$ cat config.mk
export PLATFORM = sky130hd
export DESIGN_NAME = wb_arbiter
export DESIGN_NICKNAME = d
export VERILOG_FILES = /design/src/rtl/wb_arbiter.sv
export SDC_FILE = /design/constraint.sdc
export NUM_CORES = 1
export LEC_CHECK = 0
export ABC_AREA = 1
export BUFFER_PORTS_ARGS = -buffer_cell sky130_fd_sc_hd__clkbuf_2
export CAP_MARGIN = 20
export CORE_MARGIN = 2
export CORE_UTILIZATION = 50
export CTS_CLUSTER_SIZE = 20
export DETAILED_ROUTE_END_ITERATION = 6
export GPL_TIMING_DRIVEN = 0
export PLACE_DENSITY_LB_ADDON = 0.2
export SLEW_MARGIN = 20
export SYNTH_ARGS = -nofsm -noshare
export SYNTH_HDL_FRONTEND = slang
export SYNTH_SLANG_ARGS = --single-unit
$ cat constraint.sdc
create_clock -name clock -period 3.8 [get_ports clock]
set_input_delay 0.38 -clock clock [delete_from_list [all_inputs] [get_ports clock]]
set_output_delay 0.38 -clock clock [all_outputs]
set_load 0.01 [all_outputs]
$ cat src/rtl/wb_arbiter.sv
// Write-back arbiter: round-robin grant of one real result per cycle onto the
// register-file write port; x0 writes are absorbed without consuming the grant.
module wb_arbiter #(
    parameter int DATA_W = 32,
    parameter int REG_W  = 5,
    parameter int CNT_W  = 16
) (
    input  logic                  clock,
    input  logic                  reset,
    input  logic                  flush,
    input  logic [2:0]            req_valid,
    input  logic [3*REG_W-1:0]    req_reg,
    input  logic [3*DATA_W-1:0]   req_data,
    output logic [2:0]            req_ready,
    output logic                  wb_valid,
    output logic [REG_W-1:0]      wb_reg,
    output logic [DATA_W-1:0]     wb_data,
    output logic [1:0]            wb_src,
    output logic [CNT_W-1:0]      conflict_cnt
);

    logic [2:0]        is_real;
    logic [2:0]        is_null;
    logic              granted;
    logic [1:0]        win;
    logic [1:0]        scan_idx;
    logic              contended;

    logic [1:0]        rr_ptr_q, rr_ptr_d;
    logic              wb_valid_q, wb_valid_d;
    logic [REG_W-1:0]  wb_reg_q, wb_reg_d;
    logic [DATA_W-1:0] wb_data_q, wb_data_d;
    logic [1:0]        wb_src_q, wb_src_d;
    logic [CNT_W-1:0]  cnt_q, cnt_d;

    for (genvar i = 0; i < 3; i++) begin : g_dec
        assign is_real[i] = req_valid[i] && (req_reg[i*REG_W +: REG_W] != '0);
        assign is_null[i] = req_valid[i] && (req_reg[i*REG_W +: REG_W] == '0);
    end

    // Scan starting at the pointer, wrapping 2 -> 0; first real request wins.
    always_comb begin
        granted  = 1'b0;
        win      = 2'd0;
        scan_idx = rr_ptr_q;
        for (int k = 0; k < 3; k++) begin
            if (!granted && is_real[scan_idx]) begin
                granted = 1'b1;
                win     = scan_idx;
            end
            scan_idx = (scan_idx == 2'd2) ? 2'd0 : scan_idx + 2'd1;
        end
    end

    always_comb begin
        for (int i = 0; i < 3; i++) begin
            req_ready[i] = !flush && (is_null[i] || (granted && win == 2'(i)));
        end
    end

    assign contended = (is_real[0] && is_real[1]) || (is_real[0] && is_real[2]) ||
                       (is_real[1] && is_real[2]);

    always_comb begin
        rr_ptr_d   = rr_ptr_q;
        wb_valid_d = granted && !flush;
        wb_reg_d   = wb_reg_q;
        wb_data_d  = wb_data_q;
        wb_src_d   = wb_src_q;
        cnt_d      = cnt_q;
        if (granted && !flush) begin
            rr_ptr_d  = (win == 2'd2) ? 2'd0 : win + 2'd1;
            wb_reg_d  = req_reg[win*REG_W +: REG_W];
            wb_data_d = req_data[win*DATA_W +: DATA_W];
            wb_src_d  = win;
        end
        if (!flush && contended && cnt_q != '1) begin
            cnt_d = cnt_q + 1'b1;
        end
    end

    always_ff @(posedge clock or posedge reset) begin
        if (reset) begin
            rr_ptr_q   <= 2'd0;
            wb_valid_q <= 1'b0;
            wb_reg_q   <= '0;
            wb_data_q  <= '0;
            wb_src_q   <= 2'd0;
            cnt_q      <= '0;
        end else begin
            rr_ptr_q   <= rr_ptr_d;
            wb_valid_q <= wb_valid_d;
            wb_reg_q   <= wb_reg_d;
            wb_data_q  <= wb_data_d;
            wb_src_q   <= wb_src_d;
            cnt_q      <= cnt_d;
        end
    end

    assign wb_valid     = wb_valid_q;
    assign wb_reg       = wb_reg_q;
    assign wb_data      = wb_data_q;
    assign wb_src       = wb_src_q;
    assign conflict_cnt = cnt_q;

endmodule

# Word level (Yosys, flattened, before mapping)
# Index checks and enable logic that the tools add are counted.
[op_classes]
eq_ne = 5
n_reduce_logical = 35
add_sub_neg = 4
multipliers = 1
muxes = 15
n_shift = 2
magnitude_cmp = 3
[ops]
columns = ["operator", "n"]
rows = [
  ["$shiftx A96 B8 Y32", 1],
  ["$logic_and A1 B1 Y1", 20],
  ["$add A16 B1 Y16 const B", 1],
  ["$ne A16 B16 Y1 const B", 1],
  ["$logic_not A5 Y1", 3],
  ["$reduce_bool A5 Y1", 3],
  ["$shiftx A15 B6 Y5", 1],
  ["$mux W2", 6],
  ["$lt A2 B3 Y1 const B", 3],
  ["$add A2 B1 Y2 const B", 3],
  ["$bmux W1 S2", 3],
  ["$eq A2 B2 Y1 const B", 3],
  ["$mux W1", 6],
  ["$logic_or A1 B1 Y1", 5],
  ["$mul A2 B3 Y5 const B", 1],
  ["$logic_not A1 Y1", 3],
  ["$eq A2 B1 Y1 const B", 1],
  ["$logic_not A2 Y1", 1],
]
[word_totals]
output_inout_bits = 59
elab_cells = 71
regBits = 58
inputBits = 117

# Logic depth before layout (Yosys ltp)
# Gate-level depths: netlist (run 1).
[logic_depth]
ltp_word = 15
mapped_depth = 14
ltp_nobuf = 13

# Worst setup path after synthesis (run 1)
# OpenSTA, ideal clock, no wires.
[synth_timing]
kind = "in2out"
start = "input port req_reg[0]"
end = "output port req_ready[0]"
path_buffers = 1
path_stages = 12
arrival_ns = 1.649
setup_slack_ns = 1.771
t_required_ns = 3.420
cell_sequence = "nor2_1 > nand3b_1 > nand2_2 > nand2_2 > nand3_2 > nand3_2 > nand2_4 > nand2_8 > nor2_4 > buf_6 > nand2_1 > o21ai_1"
[synth_between]
elab_chain_len = 15
elab_cells_between_ends = 24
classes_between = "12 x mux; 12 x reduce/logical"
[synth_rtl]
columns = ["element", "line", "rtl"]
rows = [
  ["start, declared", "12", "input logic [3*REG_W-1:0] req_reg,"],
  ["$reduce_bool A5 Y1", "37", "assign is_real[i] = req_valid[i] && (req_reg[i*REG_W +: REG_W] != '0);"],
  ["$logic_and A1 B1 Y1", "37", ""],
  ["$bmux W1 S2", "47", "if (!granted && is_real[scan_idx]) begin"],
  ["$mux W1 (implied by the code)", "47", ""],
  ["$mux W1", "47", ""],
  ["$logic_not A1 Y1", "47", ""],
  ["$logic_and A1 B1 Y1", "47", ""],
  ["$mux W1", "47", ""],
  ["$logic_not A1 Y1", "47", ""],
  ["$logic_and A1 B1 Y1", "47", ""],
  ["$mux W2", "47", ""],
  ["$logic_not A2 Y1", "57", "req_ready[i] = !flush && (is_null[i] || (granted && win == 2'(i)));"],
  ["$logic_and A1 B1 Y1", "57", ""],
  ["$logic_or A1 B1 Y1 (*)", "57", ""],
  ["$logic_and A1 B1 Y1 (*)", "57", ""],
  ["end, declared", "14", "output logic [2:0] req_ready,"],
]
# Every way passes the cells marked *; elsewhere a longest branch is shown, timed or not. The select of a mux whose other input is x is not followed.

# Final worst setup path (run 1)
[layout_timing]
start = "register rr_ptr_q[1]"
end = "output port req_ready[0]"
[layout_between]
elab_chain_len = 13
elab_cells_between_ends = 26
classes_between = "2 x add/sub; 2 x eq/ne; 14 x mux; 8 x reduce/logical"
[layout_rtl]
columns = ["element", "line", "rtl"]
rows = [
  ["start, declared", "29", "logic [1:0] rr_ptr_q, rr_ptr_d;"],
  ["start signal, assigned", "91", "rr_ptr_q <= rr_ptr_d;"],
  ["branches (longest 10 deep; another with $add A2 B1 Y2)", "-", ""],
  ["$logic_and A1 B1 Y1 (*)", "57", ""],
  ["$logic_or A1 B1 Y1 (*)", "57", ""],
  ["$logic_and A1 B1 Y1 (*)", "57", ""],
]
# Mark *: on every way between the ends. The select of a mux whose other input is x is not followed.

==> results.toml, run 1 <==
[floorplan]
start_util_pct = 52.31
die_y_um = 88.78
die_area_um2 = 7881
num_rows = 30
core_area_um2 = 6869
io_pins = 176
die-width_um = 88.78

[sta]
setup_viol = 0
rsz0062_at_grt = "no"
finalSetupTns_ns = 0
slew_viol_final = 0
worstMarginPinSlew_ns = 0.6334
hold_viol_final = 0
fin_crit_ns = 2.819
period_share_pct = 74.17
relSlewSlack_pct = 57.77
fmax_ghz = 0.3548
finClkSkew_ns = 0.01205

[clock_tree]
postCtsSetupBuffers = 0
cts_tree = "built"
cts_buffer_depth = 2
cts.sinks = 58
cts_htree_levels = 3
cts_resized = 0
clkTransAtPathRegs_ns = 0.07
cts_hold_buffers = 1
cts-root-buf = "clkbuf_8"
cts_inserted_buffers = 9
clock_latency_ns = 0.34

[min_path]
min_path_type = "in2reg"
hold_depth = 3

[logic_synthesis]
synthSimpleGateAreaFrac_pct = 37.01
avgSynthCellArea_um2 = 7.502
synthAdderAreaFrac_pct = 0.3482
synth_xor_area_share_pct = 3.656
yosysSeqAreaShare_pct = 40.39
ys.warnings.count = 0
synth_flop_cell = "dfrtp_1"
synth_seq_cells = 58
yosysUniqueCellTypes = 30
synth-compound-area-share_pct = 10.79
synthMuxAreaShare_pct = 0
async_flop_share_pct = 100.0
postSynthCellCount = 479
syn_area_um2 = 3593
synth_edf_count = 0
synth_top_family_by_area = "simple AND/OR/NAND/NOR gates"
syn-num-nets = 597

[global_route]
grt_max_degree = 58
antenna_found_initial = 0
grt_pass1_wl_mm = 17.48
grt-ovfl-total = 0
grt_pass1_vias = 3811
gr-usage-all-layers_pct = 28.43

[finish]
fill_cells = 618
multi_input_area_um2 = 1862
ff_latch_area_um2 = 1451
drive_gt1_share_pct = 37.65
mostFrequentLayoutCell = "clkbuf_2"
final_cell_mix = "clkbuf_2, nand2_1, nand3_1"
diodes = 0
syn_to_final_growth_pct = 34.92
nets = 785
largest_reg_flops = 32

[worst_setup_path]
startpoint_type = "flop"
r2r_setup_slack_ns = 1.74
ff2ff_path_depth = 12
crit_arrival_ns = 2.44
path_class = "reg2out"
end_kind = "primary output"
crit_path_max_fanout = 10
crit_required_ns = 3.42

[routing]
drt-total-wl_mm = 10.99
drtAntennaViolNets = 0
drc = 0
viasPerCell = 5.171
drt_iter0_markers = 186
dr.pass1.iters = 5
wl_per_cell_um = 14.31
vias = 3971

[job]
maxCapViolCount = 0

[power]
power.density_nw_per_um2 = 802.0
ir_worst_vdd_mv = 0.4446
report.power.total_uw = 3889
power.leakage_uw = 0.002668

[place]
io_buffers = 175
hpwl_mm = 8.276
gp_congestion = 0.8400

[status]
outcome = "finished, final reports clean"
power breakdown:
group          leakage [uW]  internal [uW]  switching (uW)
combinational       0.00187            852            1350
sequential         0.000690            881             171
clock              0.000109            385             252
total               0.00267           2120            1770
metal layers:
layer | up-vias | share of wire [%] | GRT usage [%] | wire, um
met5 | - | 0 | 0 | 0
met4 | 0 | 1.5 | 9.642 | 161
met3 | 17 | 9.1 | 6.996 | 997
met2 | 191 | 49 | 48.24 | 5353
met1 | 1815 | 41 | 35.43 | 4475
li1 | 1948 | - | - | -
through the flow:
step / instance area (um^2) / utilization [%] / worst slack [ns] / instances / hold WS (ns)
final: 4848 / 70.58 / 0.9815 / 768 / 0.2636
after global routing: 4848 / 70.58 / 0.8432 / 768 / 0.2635
after CTS: 4848 / 70.58 / 1.012 / 768 / 0.2568
after detailed placement: 4619 / 67.25 / 1.223 / 751 / 0.2384
after global placement: 4589 / 66.81 / 1.224 / 750 / 0.4620
after floorplan: 3593 / - / 1.771 / 479 / 0.5114
critical path, stage by stage (launching register included):
cell	delay (ns)
dfrtp_1	0.36
buf_2	0.17
nor2_2	0.22
nand3_1	0.13
nand3_1	0.14
nand3_2	0.11
nand2_4	0.15
nand2_8	0.10
nor2_4	0.20
buf_6	0.17
nand2_1	0.09
o21ai_1	0.09
clkbuf_2	0.16
final timing paths:
kind / startpoint / to
worst max-delay path: rr_ptr_q[1] / req_ready[0]
min in group asynchronous: reset / wb_valid
worst min-delay path: req_data[45] / wb_data[13]
worst max register to register: rr_ptr_q[1] / wb_data[18]
worst min register to register: wb_src[1] / wb_src[1]
max in group asynchronous: reset / wb_data[22]
Yosys cell counts (7+ instances only):
master,instances,share of area [%]
buf_6,8,2.5
nand3_1,63,8.8
xor2_1,10,2.4
nor2_1,37,3.9
o21ai_0,8,1.1
a21oi_2,19,4.6
nand4_1,7,1.2
buf_2,14,1.9
inv_1,22,2.3
dfrtp_1,58,40
nand3b_1,16,3.3
a21oi_1,30,4.2
nand2_1,151,16
cell type report:
type	instances	area share, %
timing repair buffer	177	18.84
multi-input combinational	369	38.40
sequential	58	29.94
clock buffer	11	2.916
tap	96	2.477
buffer	25	3.690
inverter	27	2.142
clock inverter	5	1.600
cells by family after synthesis:
kind of cell	count (synthesis)
compound gates	61
flops	58
fa+ha+maj	1
xor+xnor	15
simple gates	292
buf+inv	52
Note: power is estimated with default switching activity, not from simulation.
==> run 2, diff against run 1 <==
- ABC_AREA: 1 -> 0
- CORE_UTILIZATION: 50 -> 45
- clock period: 3.8 -> 2.9 ns (I/O delays scaled with it)
==> run 2 against run 1 <==
  * Non-clock buffer count unchanged
  * Cell count down 21%
  * Synthesized cell count down 30%
  * Utilization down 7.0 points
  * Total power down 28%
  * Clock skew down 0.0068 ns
  * Critical path depth down 3
  * Critical endpoint unchanged
  * Register-to-register slack worse by 1.0 ns
  * Flip-flop and latch count unchanged
  * Via count down 13%
==> results.toml, run 2 <==
[status]
outcome = "finished, final reports clean"

[finish]
mostFrequentLayoutCell = "clkbuf_2"
fill_cells = 591
diodes = 0
final_cell_mix = "clkbuf_2, a21oi_1, dfrtp_1"
utilization_pct = 63.56
nets = 637
largest_reg_flops = 32
drive_gt1_share_pct = 42.83
syn_to_final_growth_pct = 37.17

[logic_synthesis]
syn-num-nets = 451
synth_commonest_cells = "a21oi_1, dfrtp_1, nor2_1, a32oi_1, nand2_1"
synth_seq_cells = 58
postSynthCellCount = 333
netlist_top_cells_area = "dfrtp_1, a21oi_1, a32oi_1, nor2_1, xor2_1"
synth_flop_cell = "dfrtp_1"
yosysUniqueCellTypes = 43
yosys.area.top_type = "dfrtp_1"
async_flop_share_pct = 100.0
synth_most_common_cell = "a21oi_1"
yosysSeqAreaShare_pct = 46.36
ys.warnings.count = 0
avgSynthCellArea_um2 = 9.401
synth_top_cell_area_share_pct = 46.36
syn_area_um2 = 3131
synth_edf_count = 0

[power]
ir_worst_vdd_mv = 0.2809
power.density_nw_per_um2 = 653.2
power.leakage_uw = 0.002133

[routing]
drt_iter0_markers = 108
dr.pass1.iters = 5
vias = 3439
wl_per_cell_um = 16.88
met2WireLength_mm = 5.019
topRoutingLayerUsed = "met4"
drtAntennaViolNets = 0
drt-met1-wl_mm = 4.170
drc = 0
drt-total-wl_mm = 10.18
met3_length_um = 780
viasPerCell = 5.703

[place]
io_buffers = 175
preCtsSetupSlack_ns = 0.3900
gp_congestion = 0.8524
hpwl_mm = 7.677

[clock_tree]
cts_tree = "built"
cts_hold_buffers = 0
cts_resized = 0
postCtsSetupBuffers = 0
clock_latency_ns = 0.33
cts_inserted_buffers = 9
clkTransAtPathRegs_ns = 0.06
cts_buffer_depth = 2
cts-root-buf = "clkbuf_8"
cts.sinks = 58
cts_htree_levels = 3

[sta]
setup_viol = 0
setup_slack_ns = 0.3771
worstMarginPinSlew_ns = 0.7338
hold_viol_final = 0
slew_viol_final = 0
rsz0062_at_grt = "no"
fmax_ghz = 0.3964
finalSetupTns_ns = 0
fin_crit_ns = 2.523
period_share_pct = 87.00
finClkSkew_ns = 0.005213
relSlewSlack_pct = 51.08
hold_ws_ns = 0.05268

[floorplan]
die-width_um = 87.41
die_area_um2 = 7640
num_rows = 30
start_util_pct = 46.33
core_area_um2 = 6756
die_y_um = 87.41
io_pins = 176

[job]
maxCapViolCount = 0

[global_route]
antenna_found_initial = 0
grt_pass1_vias = 3235
grt-ovfl-total = 0
gr-usage-all-layers_pct = 26.60
grt_pass1_wl_mm = 15.57
grt_max_degree = 59

[worst_setup_path]
crit_path_max_fanout = 10
startpoint_type = "primary input"
crit_arrival_ns = 2.23
crit_required_ns = 2.61
ff2ff_path_depth = 7
reg2reg_from = "conflict_cnt[0]"
reg2reg_to = "conflict_cnt[4]"
end_kind = "primary output"
path_class = "in2out"
r2r_setup_slack_ns = 0.72

[min_path]
min_path_type = "in2async"
## run 2: cell count changes in the layout (fill, tap and decap cells not counted), sizes merged, moves of 16 or more
cell	before	now
nand3b	16	0
inv	27	3
a21oi	49	71
a32oi	0	38
nand3	66	4
nand2	157	17
## run 2: where the power goes
group	leakage, uW	internal, uW	switching, uW
clock network	0.0000962	413	316
logic	0.00135	406	544
registers	0.000685	988	138
total	0.00213	1810	997
## run 2: layout make-up
type / count / area (um^2) / area share (%)
buffer: 27 / 165.2 / 3.846
tap: 80 / 100.1 / 2.331
clock buffer: 12 / 145.1 / 3.380
clock inverter: 3 / 40.04 / 0.9324
inverter: 3 / 13.76 / 0.3205
sequential: 58 / 1451 / 33.80
multi-input combinational: 245 / 1503 / 34.99
timing repair buffer: 175 / 875.8 / 20.40
## run 2: cell families after synthesis
family / after synthesis / synth area share, %
fa+ha+maj: 2 / 0.7194
mux: 2 / 0.7194
compound gates: 131 / 27.54
buf+inv: 30 / 5.635
xor+xnor: 14 / 3.917
simple gates: 96 / 15.11
flops: 58 / 46.36
## run 2: worst max path at each step
| stage | start | endpoint | slack, ns | cells past startpoint |
|---|---|---|---|---|
| detailed placement | req_reg[6] | req_ready[0] | 0.39 | 9 |
| floorplan | req_reg[10] | req_ready[0] | 0.72 | 7 |
| CTS | req_reg[6] | req_ready[0] | 0.38 | 9 |
| finish | req_reg[6] | req_ready[0] | 0.38 | 9 |
| global placement | req_reg[6] | req_ready[0] | 0.40 | 9 |
| global route | req_reg[6] | req_ready[2] | 0.22 | 9 |
## run 2: per-stage QoR
| stage | cell area [um^2] | instances | power, uW |
|---|---|---|---|
| 2_1_floorplan | 3131 | 333 | 1669 |
| 3_3_place_gp | 4106 | 588 | 2056 |
| 3_5_place_dp | 4109 | 588 | 2086 |
| 4_1_cts | 4294 | 603 | 2822 |
| 5_1_grt | 4294 | 603 | 2979 |
| 6_report | 4294 | 603 | 2805 |
## run 2: metal layers
metal  up-vias  track usage [%]
li1       1624                -
met1      1643            33.19
met2       156            42.91
met3        16            6.445
met4         0            13.29
met5         -                0
## run 2: critical path, cell delays in order
cell	delay, ns
clkbuf_2	0.09
or4_1	0.61
o21a_1	0.25
a32oi_2	0.21
buf_4	0.22
buf_6	0.16
nand2_1	0.07
o21ai_0	0.16
clkbuf_2	0.16
==> run 3, diff against run 2 <==
- ABC_AREA: 0 -> 1
- CORE_MARGIN: 2 -> not set
- CORE_UTILIZATION: 45 -> 47
==> run 3 against run 2 <==
  * Sequential power rose by 22%
  * Worst hold slack better by 0.12 ns
  * Clock power is 11% lower
  * Global-route usage fell by 0.099 points
  * Maximum frequency fell by 6.9%
  * First-iteration DRC count is 66% higher
  * Worst setup slack got worse by 0.19 ns
  * Cell count increased by 28%
  * Largest cell class unchanged
  * Largest power group is now combinational logic
  * Highest routed layer unchanged
==> results.toml, run 3 (synthesis gave the netlist of run 1 again) <==
[clock_tree]
cts.sinks = 58
cts_inserted_buffers = 9
cts-root-buf = "clkbuf_8"
cts_tree = "built"
cts_resized = 0
cts_htree_levels = 3
postCtsSetupBuffers = 0
clock_latency_ns = 0.34
clkTransAtPathRegs_ns = 0.07
cts_buffer_depth = 2

[worst_setup_path]
end_kind = "primary output"
crit_top_cell = "nand3_1"
startpoint_type = "flop"
critPathBufInv = 3
cpPeakStageDelay_ns = 0.36
crit_arrival_ns = 2.42
path_class = "reg2out"
crit_required_ns = 2.61
crit_chain = "buf_2 > nor2_2 > nand3_1 > nand3_1 > nand3_2 > nand2_4 > nand2_8 > nor2_4 > buf_6 > nand2_1 > o21ai_1 > clkbuf_2"
cp_top_family = "simple AND/OR/NAND/NOR gates"
crit_path_max_fanout = 10
cpMaxStageDelayCell = "dfrtp_1"

[global_route]
antenna_found_initial = 0
grt-ovfl-total = 0
grt_max_degree = 57
grt_pass1_wl_mm = 16.17
gr-usage-all-layers_pct = 26.50
grt_pass1_vias = 3495

[sta]
fin_crit_ns = 2.710
finClkSkew_ns = 0.01081
hold_viol_final = 0
slew_viol_final = 0
worstMarginPinSlew_ns = 0.6277
rsz0062_at_grt = "no"
finalSetupTns_ns = 0
setup_viol = 0
period_share_pct = 93.46
fmax_ghz = 0.3690
relSlewSlack_pct = 58.15

[floorplan]
die-width_um = 89.44
die_y_um = 89.44
io_pins = 176
start_util_pct = 49.02
core_area_um2 = 7331
num_rows = 31
die_area_um2 = 8000

[min_path]
min_path_type = "in2reg"

[routing]
viasPerCell = 5.103
dr.pass1.iters = 5
drc = 0
drt-total-wl_mm = 10.45
drt_iter0_markers = 179
wl_per_cell_um = 13.57
drtAntennaViolNets = 0
vias = 3929

[power]
power.leakage_uw = 0.002642
internal_power_uw = 2598
ir_worst_vdd_mv = 0.5498
power.density_nw_per_um2 = 1016
pwr-share-clk_pct = 13.3
switchingPower_uw = 2269
p_comb_share_pct = 58.4
pwr-share-seq_pct = 28.3
swShare_pct = 46.62

[finish]
final_cell_mix = "clkbuf_2, nand2_1, nand3_1"
fill_cells = 695
mostFrequentLayoutCell = "clkbuf_2"
multi_input_area_um2 = 1862
ff_latch_area_um2 = 1451
drive_gt1_share_pct = 37.26
largest_reg_flops = 32
nets = 784
syn_to_final_growth_pct = 33.36
diodes = 0
utilization_pct = 65.37

[job]
maxCapViolCount = 0

[place]
hpwl_mm = 7.990
gp_congestion = 0.8434
io_buffers = 175

[status]
outcome = "finished, final reports clean"
[run 3: per-stage QoR]
step	total power, uW	hold WS [ns]	instances	instance area, um^2	setup WS (ns)
finish	4867	0.1739	770	4792	0.1897
global route	5317	0.1649	770	4792	0.02146
CTS	4897	0.1628	771	4797	0.1377
detailed placement	4240	0.1517	754	4623	0.4932
global placement	4166	0.4628	753	4593	0.4105
floorplan	3342	0.4214	479	3593	0.9642
[run 3: final cells by class]
class	instances	share of cell area (%)
timing repair buffer	177	19.06
multi-input combinational	369	38.85
clock buffer	13	3.107
inverter	27	2.167
sequential	58	30.29
tap	99	2.585
clock inverter	3	0.3133
buffer	24	3.629
[run 3: final timing paths]
check | slack (ns) | depth (start not counted) | to | startpoint
worst max-delay path | 0.19 | 12 | req_ready[0] | rr_ptr_q[1]
worst min-delay path | 0.17 | 3 | wb_data[7] | req_data[39]
worst max register to register | 0.87 | 13 | wb_reg[3] | rr_ptr_q[1]
worst min register to register | 0.49 | 2 | wb_src[1] | wb_src[1]
max in group asynchronous | 2.08 | 4 | wb_data[22] | reset
min in group asynchronous | 0.35 | 3 | wb_data[1] | reset
[run 3: power groups by stage]
stage	Sequential [uW]	Combinational [uW]	Clock, uW
global placement	1370	2790	0
global route	1420	3200	695
finish	1380	2840	648
floorplan	1520	1830	0
detailed placement	1380	2860	0
CTS	1370	2860	660
[run 3: worst reg2reg max path: cells and delay by family (launching register included)]
family                 cells  cell delay (ns)
DFF                        1             0.36
buffers and inverters      3             0.45
and+or+nand+nor           10             1.16
[run 3: what timing repair did]
action                                 4_1_cts  5_1_grt
hold buffers                                 1        0
setup endpoints to repair                    0        1
endpoints found under the hold margin        2        0
[run 3: routing by layer]
| layer | up-vias | GRT usage, % | part of all wire, % |
|---|---|---|---|
| li1 | 1943 | - | - |
| met1 | 1800 | 33.88 | 43 |
| met2 | 169 | 43.16 | 47 |
| met3 | 17 | 6.648 | 8.8 |
| met4 | 0 | 10.53 | 1.2 |
| met5 | - | 0 | 0 |
